===== config.mk =====
export PLATFORM = sky130hd
export DESIGN_NAME = stopwatch_counter
export DESIGN_NICKNAME = d
export VERILOG_FILES = /design/src/rtl/stopwatch_counter.sv
export SDC_FILE = /design/constraint.sdc
export NUM_CORES = 1
export LEC_CHECK = 0
export ABC_AREA = 1
export BUFFER_PORTS_ARGS = -buffer_cell sky130_fd_sc_hd__buf_2
export CAP_MARGIN = 20
export CORE_MARGIN = 8
export CORE_UTILIZATION = 40
export DETAILED_ROUTE_END_ITERATION = 7
export GPL_ROUTABILITY_DRIVEN = 0
export HOLD_SLACK_MARGIN = 0.12
export SYNTH_ARGS = -nofsm -noshare
export SYNTH_HDL_FRONTEND = slang
export SYNTH_SLANG_ARGS = --single-unit
export TNS_END_PERCENT = 20

===== constraint.sdc =====
create_clock -name CLK -period 2.8 [get_ports CLK]
set_input_delay 0.14 -clock CLK [delete_from_list [all_inputs] [get_ports CLK]]
set_output_delay 0.14 -clock CLK [all_outputs]
set_load 0.01 [all_outputs]

===== src/rtl/stopwatch_counter.sv =====
// Stopwatch time base: divides CLK to a 0.1 s tick, counts BCD M:SS.T, drives a lap-holdable display.
// Latency: live digits update on the tick edge; the display follows one edge later. RST clears everything on its edge.
// Backpressure: none. Inputs are sampled every cycle and the outputs are always valid.
module stopwatch_counter #(
    parameter int DIV = 5000000,
    parameter int PW  = 23
) (
    input  logic       CLK,
    input  logic       RESET,
    input  logic       RST,
    input  logic       CLKEN,
    input  logic       LAP,
    output logic [3:0] TENTHS,
    output logic [3:0] SEC_L,
    output logic [2:0] SEC_H,
    output logic [3:0] MIN,
    output logic       HOLD,
    output logic       OVF
);

    localparam logic [PW-1:0] P_MAX = PW'(DIV - 1);

    logic [PW-1:0] p;
    logic          tick;

    // live (always running) digits
    logic [3:0] t_tenths;
    logic [3:0] t_sec_l;
    logic [2:0] t_sec_h;
    logic [3:0] t_min;

    // next live digits after an optional tick
    logic [3:0] n_tenths;
    logic [3:0] n_sec_l;
    logic [2:0] n_sec_h;
    logic [3:0] n_min;
    logic       n_wrap;

    // A tick only happens on an enabled cycle with the prescaler at its terminal count
    always_comb begin
        tick = CLKEN && (p == P_MAX);
    end

    // Prescaler: runs while enabled, holds its partial tenth while paused
    always_ff @(posedge CLK or posedge RESET) begin
        if (RESET) begin
            p <= '0;
        end else if (RST) begin
            p <= '0;
        end else if (CLKEN) begin
            p <= tick ? '0 : p + 1'b1;
        end
    end

    // BCD cascade: each digit rolls over only when every lower digit is at its maximum
    always_comb begin
        n_tenths = t_tenths;
        n_sec_l  = t_sec_l;
        n_sec_h  = t_sec_h;
        n_min    = t_min;
        n_wrap   = 1'b0;
        if (tick) begin
            if (t_tenths != 4'd9) begin
                n_tenths = t_tenths + 4'd1;
            end else begin
                n_tenths = 4'd0;
                if (t_sec_l != 4'd9) begin
                    n_sec_l = t_sec_l + 4'd1;
                end else begin
                    n_sec_l = 4'd0;
                    if (t_sec_h != 3'd5) begin
                        n_sec_h = t_sec_h + 3'd1;
                    end else begin
                        n_sec_h = 3'd0;
                        if (t_min != 4'd9) begin
                            n_min = t_min + 4'd1;
                        end else begin
                            n_min  = 4'd0;
                            n_wrap = 1'b1;
                        end
                    end
                end
            end
        end
    end

    // Live digits and the sticky overflow flag
    always_ff @(posedge CLK or posedge RESET) begin
        if (RESET) begin
            t_tenths <= 4'd0;
            t_sec_l  <= 4'd0;
            t_sec_h  <= 3'd0;
            t_min    <= 4'd0;
            OVF      <= 1'b0;
        end else if (RST) begin
            t_tenths <= 4'd0;
            t_sec_l  <= 4'd0;
            t_sec_h  <= 3'd0;
            t_min    <= 4'd0;
            OVF      <= 1'b0;
        end else begin
            t_tenths <= n_tenths;
            t_sec_l  <= n_sec_l;
            t_sec_h  <= n_sec_h;
            t_min    <= n_min;
            OVF      <= OVF | n_wrap;
        end
    end

    // Display copies the pre-tick live value unless frozen; LAP toggles the freeze
    always_ff @(posedge CLK or posedge RESET) begin
        if (RESET) begin
            TENTHS <= 4'd0;
            SEC_L  <= 4'd0;
            SEC_H  <= 3'd0;
            MIN    <= 4'd0;
            HOLD   <= 1'b0;
        end else if (RST) begin
            TENTHS <= 4'd0;
            SEC_L  <= 4'd0;
            SEC_H  <= 3'd0;
            MIN    <= 4'd0;
            HOLD   <= 1'b0;
        end else begin
            if (!HOLD) begin
                TENTHS <= t_tenths;
                SEC_L  <= t_sec_l;
                SEC_H  <= t_sec_h;
                MIN    <= t_min;
            end
            if (LAP) begin
                HOLD <= !HOLD;
            end
        end
    end

endmodule


==> results.cfg <==
[run_status]
status = complete, no violations

[drt]
num_vias = 2432
finalWirelength_microns = 6280
drtAntennaViolNets = 0
post_drt_via_cell_ratio = 4.78
wl_per_cell_microns = 12.3
drtIter0Drc = 94
detail_route.first_pass.iterations = 4
drc = 0

[grt]
grt_max_degree = 29
grt_pass1_wl_microns = 11300
gr-total-overflow = 0
first_global_vias = 2450
antenna_found_initial = 0
grt.total_usage_pct = 13.5

[run]
max_cap_violations = 0

[layout]
seqCellArea_sq_mm = 0.00138
instances_no_fill = 509
area_growth_pct = 11.9
fillCellCount = 723
drive_gt1_share_pct = 13.9
finalNetCount = 419
multi_input_area_sq_mm = 0.00139
diodes = 0

[synthesis]
syn_inst = 383
ys_ff_latch = 55
ys_seq_area_share_pct = 46.1
postSynthAreaPerCell_sq_um = 7.79
synth_top_area_share_pct = 46.1
yosysTopAreaCell = dfrtp_1
ys.flop_type = dfrtp_1
synth_area_leaders = dfrtp_1 (46%), nand2_1 (11%), nor2_1 (6.4%)
ys_async_sr_fraction_pct = 100
synth.distinct_cells = 32
synthTopCellsByCount = nand2_1 (89), dfrtp_1 (55), nor2_1 (51)
synth_most_common_cell = nand2_1
synth_warnings = 0
synth_edf_count = 0
syn_area_sq_mm = 0.00298
synth_nets = 393

[setup_path]
cp-start-kind = input pin
cp.required_ps = 3040
crit_type = in2reg
r2r-end = t_min[1]
r2r_start = p[0]
worstRegToRegCells = 8
endpoint_kind = register
cp_slowest_cell = nor2_1
crit_buf_inv = 3
crit_chain = dlygate4sd3_1, buf_2, nor2_1, nor2_2, nand2_1, inv_1, nand2_1, nor2_1, nor3_1
critPathTopFamily = simple AND/OR/NAND/NOR gates
crit_fanout = 12
crit_path_max_incr_delay_ps = 710
reg2reg_slack_ps = 1140
worstPathArrival_ps = 2250

[clock_tree]
h-tree-depth = 2
cts_buffer_depth = 2
root_buffer = clkbuf_8
path_clk_slew_ps = 110
clk_latency_ps = 320
cts_buffers = 5
clock_sinks = 55
cts_setup_buffers = 0
cts_tree = yes

[place]
hpwl_microns = 4710
portBuffers = 21
dp_cells = 497

[sta]
fin_setup_tns_ps = 0
setup_viol = 0
hold_viol = 0
min_period_over_period_pct = 71.8
rsz0062_at_grt = false
slew_violations = 0
skew_ps = 10.6
tightest_slew_ps = 907
fmax_ghz = 0.497
relSlewSlack_pct = 39.3
min_period_ps = 2010

[floorplanning]
die_w_microns = 102
rows = 31
design.core.area_sq_mm = 0.00725
ioPinCount = 22
dieArea_sq_mm = 0.0105
die_y_microns = 102
start_util_pct = 41.1

[power_and_ir_drop]
p_per_area_mw_per_mm2 = 481
p_leak_nw = 1.53
peakVddDrop_v = 0.000266

[min_path]
hold_class = in2async
## cells by family after synthesis
group	share of synthesized area, %
xor gates and xnor gates	2.35
adders and majority gates	2.10
and+or+nand+nor	35.3
AOI/OAI and AO/OA	6.71
DFF	46.1
buffers and inverters	7.46
## sequential cells by signal, indices dropped and copies added, names as in the netlist
register,flops
HOLD,1
MIN,4
OVF,1
SEC_H,3
SEC_L,4
TENTHS,4
p,23
t_min,4
t_sec_h,3
t_sec_l,4
t_tenths,4
## layout by cell type (no fill, tap or decap), drive strengths merged, types with 3 or more instances in the layout
cell type / instances
clkbuf: 5
buf: 24
ha: 5
o21ai: 27
nand3: 39
a21oi: 8
dfrtp: 55
inv: 47
nor2: 60
nand2: 94
dlygate4sd3: 4
xor2: 5
xnor2: 3
nor3b: 6
nand4: 12
nor3: 11
## cell type report
cell class / instances / area share (%)
inverter: 45 / 5.06
sequential: 55 / 41.2
multi-input combinational: 274 / 41.5
tap: 99 / 3.71
timing repair buffer: 28 / 5.02
clock buffer: 5 / 2.06
clock inverter: 3 / 1.50
## metal layers
metal  global-route usage (%)  share of wire, %  vias up
met3                     3.20               3.2        7
met1                     17.2                48     1124
met5                        0                 0        -
met4                     4.06               1.6        0
li1                         -                 -     1276
met2                     22.1                47       25
## what timing repair did
action | in CTS | in global routing
endpoints found under the hold margin | 30 | 0
endpoints found under the setup margin | 0 | 0
resized for setup | 0 | 0
hold buffers | 4 | 0
## power breakdown
group | internal [mW] | leakage [nW] | total [mW] | switching (mW)
clock | 0.276 | 0.0607 | 0.561 | 0.285
combinational | 0.0612 | 0.712 | 0.169 | 0.107
sequential | 0.831 | 0.755 | 0.878 | 0.0466
## worst register-to-register path, cell delays in order (launching register included)
cell	delay, ps
dfrtp_1	420
ha_1	230
nand3_2	140
nor2_2	170
nand3_4	110
nand2_8	180
nand3_1	170
nand2_1	90
nand2_1	50
## metrics by stage
step / cell area [sq um] / total power, mW / util [%] / setup WS (ps) / hold WS (ps)
2_1_floorplan: 2980 / 1.01 / - / 1320 / 203
3_3_place_gp: 3180 / 1.06 / 43.9 / 997 / 255
3_5_place_dp: 3180 / 1.06 / 43.9 / 976 / 251
4_1_cts: 3340 / 1.64 / 46.1 / 765 / 441
5_1_grt: 3340 / 1.69 / 46.1 / 648 / 472
6_report: 3340 / 1.61 / 46.1 / 790 / 428
## how the worst max path moves through the flow
stage / from / end / slack (ps) / cells past startpoint
2_1_floorplan: RESET / HOLD / 1320 / 1
3_3_place_gp: RST / p[9] / 1000 / 8
3_5_place_dp: RST / p[9] / 980 / 8
4_1_cts: RST / p[9] / 760 / 9
5_1_grt: RST / p[9] / 650 / 9
6_report: RST / p[9] / 790 / 9
Note: power is estimated with default switching activity, not from simulation.
